<file path="src/rtl/prv32_muldiv_pkg.sv">
// rtl/prv32_muldiv_pkg.sv - funct3 op codes and FSM state encodings for the RV32M mul/div unit
package prv32_muldiv_pkg;

    localparam logic [2:0] OP_MUL    = 3'b000;
    localparam logic [2:0] OP_MULH   = 3'b001;
    localparam logic [2:0] OP_MULHSU = 3'b010;
    localparam logic [2:0] OP_MULHU  = 3'b011;
    localparam logic [2:0] OP_DIV    = 3'b100;
    localparam logic [2:0] OP_DIVU   = 3'b101;
    localparam logic [2:0] OP_REM    = 3'b110;
    localparam logic [2:0] OP_REMU   = 3'b111;

    localparam logic [1:0] ST_IDLE = 2'd0;
    localparam logic [1:0] ST_RUN  = 2'd1;
    localparam logic [1:0] ST_FIN  = 2'd2;

endpackage

</file>
<file path="src/rtl/prv32_cond_negate.sv">
// rtl/prv32_cond_negate.sv - two's-complement negate of x when en is set
module prv32_cond_negate #(
    parameter int XLEN = 32
) (
    input  logic            en,
    input  logic [XLEN-1:0] x,
    output logic [XLEN-1:0] y
);

    assign y = en ? -x : x;

endmodule

</file>
<file path="src/rtl/prv32_muldiv_unit.sv">
// rtl/prv32_muldiv_unit.sv - iterative radix-2 RV32M multiply/divide unit
// Divider datapath is built only when PRV32_MULDIV_DIV_EN is defined.
module prv32_muldiv_unit
    import prv32_muldiv_pkg::*;
#(
    parameter int XLEN = 32
) (
    input  logic            clk,
    input  logic            rst,
    input  logic            start,
    input  logic [2:0]      op,
    input  logic [XLEN-1:0] a,
    input  logic [XLEN-1:0] b,
    output logic            busy,
    output logic            done,
    output logic [XLEN-1:0] r,
    output logic            illegal
);

    localparam int CW = $clog2(XLEN);

    logic [1:0]        state_q, state_d;
    logic [2:0]        op_q, op_d;
    logic [2*XLEN-1:0] acc_q, acc_d;
    logic [XLEN-1:0]   mcand_q, mcand_d;
    logic              neg_q, neg_d;
    logic [CW-1:0]     cnt_q, cnt_d;
    logic [XLEN-1:0]   r_q, r_d;
    logic              done_q, done_d;
    logic              illegal_q, illegal_d;

    logic              a_sgn, b_sgn, res_neg;
    logic [XLEN-1:0]   a_mag, b_mag;
    logic [XLEN:0]     mul_sum;
    logic [2*XLEN-1:0] mul_next;
    logic [2*XLEN-1:0] fin_src, fin_val;

    assign a_sgn   = a[XLEN-1] & (op == OP_MULH || op == OP_MULHSU || op == OP_DIV || op == OP_REM);
    assign b_sgn   = b[XLEN-1] & (op == OP_MULH || op == OP_DIV || op == OP_REM);
    assign res_neg = (op == OP_REM) ? a_sgn : (a_sgn ^ b_sgn);

    prv32_cond_negate #(.XLEN(XLEN)) u_neg_a (.en(a_sgn), .x(a), .y(a_mag));
    prv32_cond_negate #(.XLEN(XLEN)) u_neg_b (.en(b_sgn), .x(b), .y(b_mag));

    // Accumulator holds {high, multiplier} for multiply and {remainder, quotient} for divide.
    assign mul_sum  = {1'b0, acc_q[2*XLEN-1:XLEN]} + (acc_q[0] ? {1'b0, mcand_q} : '0);
    assign mul_next = {mul_sum, acc_q[XLEN-1:1]};

`ifdef PRV32_MULDIV_DIV_EN
    localparam logic [XLEN-1:0] MIN_INT  = {1'b1, {(XLEN-1){1'b0}}};
    localparam logic [XLEN-1:0] ALL_ONES = '1;

    logic [XLEN:0]     rem_sh, diff;
    logic [2*XLEN-1:0] div_next;
    logic              div_zero, div_ovf;

    assign rem_sh   = acc_q[2*XLEN-1:XLEN-1];
    assign diff     = rem_sh - {1'b0, mcand_q};
    assign div_next = diff[XLEN] ? {rem_sh[XLEN-1:0], acc_q[XLEN-2:0], 1'b0}
                                 : {diff[XLEN-1:0],   acc_q[XLEN-2:0], 1'b1};
    assign div_zero = op[2] && (b == '0);
    assign div_ovf  = op[2] && !op[0] && (a == MIN_INT) && (b == ALL_ONES);
`endif

    // Quotient/remainder are zero-extended so one wide negator serves every op.
    assign fin_src = !op_q[2] ? acc_q :
                     op_q[1]  ? {{XLEN{1'b0}}, acc_q[2*XLEN-1:XLEN]} :
                                {{XLEN{1'b0}}, acc_q[XLEN-1:0]};

    prv32_cond_negate #(.XLEN(2*XLEN)) u_neg_res (.en(neg_q), .x(fin_src), .y(fin_val));

    always_comb begin
        state_d   = state_q;
        op_d      = op_q;
        acc_d     = acc_q;
        mcand_d   = mcand_q;
        neg_d     = neg_q;
        cnt_d     = cnt_q;
        r_d       = r_q;
        done_d    = 1'b0;
        illegal_d = 1'b0;
        case (state_q)
            ST_IDLE: begin
                if (start) begin
                    op_d    = op;
                    mcand_d = b_mag;
                    neg_d   = res_neg;
                    acc_d   = {{XLEN{1'b0}}, a_mag};
                    cnt_d   = '0;
                    state_d = ST_RUN;
`ifdef PRV32_MULDIV_DIV_EN
                    // Special results are preloaded so FIN's normal select yields them.
                    if (div_zero) begin
                        acc_d   = {a, ALL_ONES};
                        neg_d   = 1'b0;
                        state_d = ST_FIN;
                    end else if (div_ovf) begin
                        acc_d   = {{XLEN{1'b0}}, a};
                        neg_d   = 1'b0;
                        state_d = ST_FIN;
                    end
`else
                    if (op[2]) begin
                        acc_d   = '0;
                        neg_d   = 1'b0;
                        state_d = ST_FIN;
                    end
`endif
                end
            end
            ST_RUN: begin
`ifdef PRV32_MULDIV_DIV_EN
                acc_d = op_q[2] ? div_next : mul_next;
`else
                acc_d = mul_next;
`endif
                cnt_d = cnt_q + CW'(1);
                if (cnt_q == CW'(XLEN-1)) begin
                    state_d = ST_FIN;
                end
            end
            ST_FIN: begin
                r_d     = (op_q == OP_MUL || op_q[2]) ? fin_val[XLEN-1:0] : fin_val[2*XLEN-1:XLEN];
                done_d  = 1'b1;
`ifdef PRV32_MULDIV_DIV_EN
                illegal_d = 1'b0;
`else
                illegal_d = op_q[2];
`endif
                state_d = ST_IDLE;
            end
            default: state_d = ST_IDLE;
        endcase
    end

    always_ff @(posedge clk) begin
        if (rst) begin
            state_q   <= ST_IDLE;
            op_q      <= '0;
            acc_q     <= '0;
            mcand_q   <= '0;
            neg_q     <= 1'b0;
            cnt_q     <= '0;
            r_q       <= '0;
            done_q    <= 1'b0;
            illegal_q <= 1'b0;
        end else begin
            state_q   <= state_d;
            op_q      <= op_d;
            acc_q     <= acc_d;
            mcand_q   <= mcand_d;
            neg_q     <= neg_d;
            cnt_q     <= cnt_d;
            r_q       <= r_d;
            done_q    <= done_d;
            illegal_q <= illegal_d;
        end
    end

    assign busy    = (state_q != ST_IDLE);
    assign done    = done_q;
    assign r       = r_q;
    assign illegal = illegal_q;

endmodule

</file>
<file path="config.mk">
export PLATFORM = sky130hd
export DESIGN_NAME = prv32_muldiv_unit
export DESIGN_NICKNAME = d
export VERILOG_FILES = /design/src/rtl/prv32_muldiv_pkg.sv /design/src/rtl/prv32_cond_negate.sv /design/src/rtl/prv32_muldiv_unit.sv
export SDC_FILE = /design/constraint.sdc
export NUM_CORES = 1
export LEC_CHECK = 0
export CAP_MARGIN = 25
export CORE_MARGIN = 4
export CORE_UTILIZATION = 50
export DETAILED_ROUTE_END_ITERATION = 7
export GPL_TIMING_DRIVEN = 0
export PLACE_DENSITY = 0.71
export SYNTH_ARGS = -nofsm -noshare
export SYNTH_HDL_FRONTEND = slang
export SYNTH_SLANG_ARGS = --single-unit
</file>
<file path="constraint.sdc">
create_clock -name clk -period 5.2 [get_ports clk]
set_clock_uncertainty 0.15 [all_clocks]
set_input_delay 1.04 -clock clk [delete_from_list [all_inputs] [get_ports clk]]
set_output_delay 1.04 -clock clk [all_outputs]
set_load 0.01 [all_outputs]
</file>
==> metrics.txt <==
# TYPE chip_impl_metric gauge
chip_impl_metric{name="numClockSinks",unit=""} 141
chip_impl_metric{name="postRouteAntennaNets",unit=""} 0
chip_impl_metric{name="grt_antenna_before_repair",unit=""} 0
chip_impl_info{name="setup.worst_path.end_class",value="register"} 1
chip_impl_metric{name="drv.max_cap_violation_count",unit=""} 0
chip_impl_metric{name="maxSlewViolCount",unit=""} 0
chip_impl_metric{name="diodes",unit=""} 0
chip_impl_metric{name="ys.warnings.count",unit=""} 0
chip_impl_metric{name="globalplace.congestion",unit=""} 1.076
chip_impl_metric{name="cts_made_buffers",unit=""} 17
chip_impl_metric{name="totalWireLength",unit="um"} 48140
chip_impl_metric{name="finalCriticalPeriod",unit="ns"} 4.883
chip_impl_metric{name="p_seq_frac",unit=""} 0.349
chip_impl_info{name="cpLargestDelayFamily",value="compound AO/OA/AOI/OAI gates"} 1
chip_impl_info{name="crit_path_top_delay_cell",value="or4_4"} 1
chip_impl_metric{name="final-instance-count-excl-fill",unit=""} 1955
chip_impl_metric{name="fillerInstances",unit=""} 2087
chip_impl_info{name="crit_path_cell_trace",value="buf_6, nand2_1, clkbuf_1, a21boi_0, ha_1, o211ai_4, nor4_4, buf_4, nand2_4, or4_4, o31a_1, mux2i_1, o21ai_1"} 1
chip_impl_metric{name="fin_nets",unit=""} 1770
chip_impl_metric{name="clock.fmax",unit="GHz"} 0.2048
chip_impl_info{name="reg2reg_to",value="r[20]"} 1
chip_impl_metric{name="fp.dieArea",unit="sq um"} 25260
chip_impl_metric{name="path_max_fanout",unit=""} 10
chip_impl_info{name="startpoint_type",value="register"} 1
chip_impl_metric{name="vias",unit=""} 13010
chip_impl_metric{name="power_report.internal_total",unit="mW"} 2.219
chip_impl_metric{name="totalNegativeSetupSlack",unit="ns"} 0
chip_impl_metric{name="clock_tree.buffer_depth",unit=""} 2
chip_impl_info{name="crit-reg2reg-launch",value="op_q[2]"} 1
chip_impl_metric{name="regToRegSetupSlack",unit="ns"} 0.32
chip_impl_metric{name="synthesis.nets",unit=""} 1643
chip_impl_metric{name="timing_worst_slew_pin_value",unit="ns"} 1.160
chip_impl_metric{name="number_of_global_route_vias_before_repair",unit=""} 11950
chip_impl_metric{name="timing.reg2reg.worst_path_depth",unit=""} 13
chip_impl_metric{name="critical_path_buf_inv_count",unit=""} 3
chip_impl_metric{name="rows",unit=""} 54
chip_impl_metric{name="placed_cells",unit=""} 1920
chip_impl_metric{name="asyncSetResetFlopFracSynth",unit=""} 0
chip_impl_metric{name="worst-path-stages",unit=""} 13
chip_impl_metric{name="cts_hold_buf",unit=""} 0
chip_impl_metric{name="final-hold-violation-count",unit=""} 0
chip_impl_metric{name="die_height",unit="um"} 158.9
chip_impl_metric{name="placeable_area",unit="sq um"} 22090
chip_impl_metric{name="min_period_over_period",unit=""} 0.9391
chip_impl_metric{name="syn-instance-count",unit=""} 1535
chip_impl_metric{name="netlist_area",unit="sq um"} 11390
chip_impl_metric{name="max_stage_delay",unit="ns"} 0.63
chip_impl_metric{name="final-setup-viol-count",unit=""} 0
chip_impl_metric{name="cts.htree.levels",unit=""} 4
chip_impl_metric{name="power.density",unit="nW/um^2"} 253.5
chip_impl_metric{name="buffer_ports.inserted",unit=""} 103
chip_impl_metric{name="synth-edff-count",unit=""} 0
chip_impl_metric{name="flow.area_growth_from_synthesis",unit="%"} 17.86
chip_impl_info{name="worstSetupPathType",value="reg -> reg"} 1
chip_impl_metric{name="route.detailed.vias_per_inst",unit=""} 6.653
chip_impl_info{name="worstHoldStart",value="r[16]"} 1
chip_impl_metric{name="grt_pass1_wl",unit="um"} 72930
chip_impl_metric{name="drt_iter0_markers",unit=""} 1644
chip_impl_metric{name="leakage_power_figure",unit="nW"} 4.936
chip_impl_info{name="worst_hold_path_type",value="reg -> reg"} 1
chip_impl_metric{name="avgRoutedWirePerCell",unit="um"} 24.63
chip_impl_info{name="rsz0062_at_grt",value="false"} 1
chip_impl_metric{name="whs_path_depth",unit=""} 2
chip_impl_info{name="ys.flop_type",value="dfxtp_1"} 1
chip_impl_metric{name="final_cell_area",unit="sq um"} 13430
chip_impl_metric{name="placed_area",unit="sq um"} 12780
chip_impl_metric{name="number_of_distinct_library_cells_after_synthesis",unit=""} 93
chip_impl_metric{name="ioPinCount",unit=""} 105
chip_impl_metric{name="start_util",unit=""} 0.5156
chip_impl_info{name="root_driver",value="clkbuf_16"} 1
chip_impl_metric{name="fraction_of_final_layout_cells_sized_beyond_drive_strength_1",unit=""} 0.05612
chip_impl_metric{name="combinational_share_of_power",unit=""} 0.259
chip_impl_metric{name="worst_ep_arrival_time",unit="ns"} 5.01
chip_impl_metric{name="worst_slew_margin_rel",unit=""} 0.2244
chip_impl_metric{name="clk_pin_slew_worst_paths",unit="ns"} 0.07
chip_impl_metric{name="grt_max_degree",unit=""} 17
chip_impl_metric{name="grt.overflow.total",unit=""} 0
chip_impl_metric{name="finalCoreUtilization",unit=""} 0.6077
chip_impl_metric{name="ir_drop",unit="uV"} 201.0
chip_impl_metric{name="die_w",unit="um"} 158.9
chip_impl_metric{name="dp_hpwl",unit="um"} 37400
chip_impl_info{name="whs_endpoint",value="r[16]"} 1
chip_impl_metric{name="ys_seq_elements",unit=""} 141
chip_impl_metric{name="syn_avg_cell_area",unit="sq um"} 7.421
chip_impl_metric{name="drc_violations_left",unit=""} 0
chip_impl_metric{name="power.net_switching",unit="mW"} 1.185
chip_impl_info{name="tritoncts",value="built"} 1
chip_impl_metric{name="area_taken_by_multi_input_logic_gates",unit="sq um"} 7971
chip_impl_metric{name="synth_seq_area_share",unit=""} 0.2478
chip_impl_metric{name="clk-insertion-delay-late",unit="ns"} 0.44
chip_impl_metric{name="grt_util_all_layers",unit=""} 0.3664
chip_impl_metric{name="storage_element_area",unit="sq um"} 2823
chip_impl_metric{name="clock_power_share",unit=""} 0.392
chip_impl_metric{name="drt_first_pass_iters",unit=""} 6
chip_impl_info{name="run_status",value="completed"} 1
chip_impl_metric{name="critical_path_rt",unit="ns"} 5.33
chip_impl_metric{name="netSwitchingFraction",unit=""} 0.3481
-- cells by family after synthesis --
logic type | share of synthesized area
buffers and inverters | 0.05240
and+or+nand+nor | 0.2693
DFF | 0.2478
AOI/OAI and AO/OA | 0.2776
adders and majority gates | 0.04240
xor gates and xnor gates | 0.08996
muxes | 0.02054
-- area by class of cell --
cell class | count | area share
plain buffers | 107 | 0.03523
clock buffers | 19 | 0.03299
clock inverters | 13 | 0.01323
inverters | 33 | 0.009226
multi-input cells | 1254 | 0.5938
flip-flops and latches | 141 | 0.2103
well taps | 280 | 0.02610
repair buffers | 108 | 0.07922
-- worst min-delay path, cell delays in order (launching register included) --
cell and delay, ns:
dfxtp_1 0.31, nand2_1 0.05, nand2_1 0.04
-- through the flow --
stage          power, mW  setup slack (ns)  hold slack (ns)
6_report           3.404            0.3166           0.2944
4_1_cts            3.348           0.01712           0.2999
5_1_grt            3.503            0.2819           0.3204
3_3_place_gp       2.038          0.003355           0.2811
2_1_floorplan      1.707             1.409           0.2817
3_5_place_dp       2.044           0.05077           0.2912
-- per-layer routing --
| layer | GRT usage | up-vias | wire (um) |
|---|---|---|---|
| met4 | 0.1641 | 0 | 2312 |
| met1 | 0.5120 | 6117 | 20360 |
| li1 | - | 5929 | - |
| met2 | 0.5470 | 820 | 20090 |
| met5 | 0 | - | 0 |
| met3 | 0.07404 | 140 | 5382 |
-- cells in the mapped netlist (7+ instances only) --
| cell | instances | area, sq um |
|---|---|---|
| a211oi_1 | 41 | 307.8 |
| buf_1 | 10 | 37.54 |
| or3_1 | 19 | 118.9 |
| o211ai_1 | 7 | 52.55 |
| dfxtp_1 | 141 | 2823 |
| o21ai_0 | 73 | 365.4 |
| and3_1 | 11 | 68.82 |
| nand2_1 | 170 | 638.1 |
| nand4_1 | 9 | 56.30 |
| o22ai_1 | 9 | 56.30 |
| o221ai_1 | 10 | 87.58 |
| o41ai_1 | 10 | 87.58 |
| a211o_1 | 7 | 61.31 |
| nand2b_1 | 8 | 50.05 |
| clkbuf_1 | 82 | 307.8 |
| a311oi_1 | 11 | 96.34 |
| o21a_1 | 7 | 52.55 |
| a31oi_1 | 46 | 287.8 |
| a2111oi_0 | 7 | 61.31 |
| nand3_1 | 62 | 310.3 |
| nor4_1 | 11 | 68.82 |
| o31ai_1 | 16 | 120.1 |
| a21oi_1 | 109 | 545.5 |
| nor2b_1 | 8 | 50.05 |
| or4_1 | 10 | 75.07 |
| buf_6 | 8 | 90.09 |
| a22oi_1 | 9 | 67.56 |
| nor3_1 | 52 | 260.3 |
| ha_1 | 37 | 462.9 |
| mux2i_1 | 20 | 200.2 |
| a21o_1 | 17 | 127.6 |
| and2_1 | 38 | 237.7 |
| nor2_1 | 168 | 630.6 |
| inv_1 | 30 | 112.6 |
| xor2_1 | 64 | 560.5 |
| xnor2_1 | 53 | 464.2 |
-- worst max-delay path by stage --
stage	from	to	slack, ns
floorplan	op_q[2]	r[12]	1.41
global placement	op_q[2]	r[20]	0.003
CTS	op_q[2]	r[20]	0.02
finish	op_q[2]	r[20]	0.32
detailed placement	op_q[2]	r[20]	0.05
global route	op_q[2]	r[18]	0.28
-- registers in the layout, summed over array words and instances, names as in the netlist --
| name | count |
|---|---|
| state_q | 2 |
| illegal | 1 |
| acc_q | 64 |
| op_q | 3 |
| neg_q | 1 |
| done | 1 |
| cnt_q | 5 |
| mcand_q | 32 |
| r | 32 |
-- cells in the final DEF (no fill, tap or decap), types with 7 or more instances in the layout --
master           synthesis  final
nor2b_1                  8      8
or4_1                   10     10
buf_6                    8      8
a31oi_1                 46     46
a21oi_1                109    109
a211oi_1                41     41
a21o_1                  17     17
a22oi_1                  9      9
buf_2                    6      8
xor2_1                  64     64
nand4_1                  9      9
o22ai_1                  9      9
ha_1                    37     37
clkbuf_16                0     17
clkbuf_1                82     83
o221ai_1                10     10
clkdlybuf4s50_1          0    103
a2111oi_0                7      7
xnor2_1                 53     53
nand2b_1                 8      8
nand3_1                 62     62
o31ai_1                 16     16
and3_1                  11     11
mux2i_1                 20     20
and2_1                  38     38
dfxtp_1                141    141
o211ai_1                 7      7
a311oi_1                11     11
buf_1                   10     10
o41ai_1                 10     10
nor4_1                  11     11
o21ai_0                 73     73
inv_1                   30     30
a211o_1                  7      7
or3_1                   19     19
nor3_1                  52     52
o21a_1                   7      7
nand2_1                170    170
nor2_1                 168    168
-- power groups by stage --
stage	sequential (mW)	combinational, mW	clock (mW)
after floorplan	1.19	0.518	0
after global placement	1.21	0.830	0
after detailed placement	1.21	0.834	0
after CTS	1.19	0.838	1.32
after global routing	1.19	0.932	1.38
final	1.19	0.881	1.33
-- repair_timing --
item                       CTS  global route
setup endpoints to repair    0             7
resized for setup            0             0
setup buffers                0             3
Power figures use the tool's default switching activity.
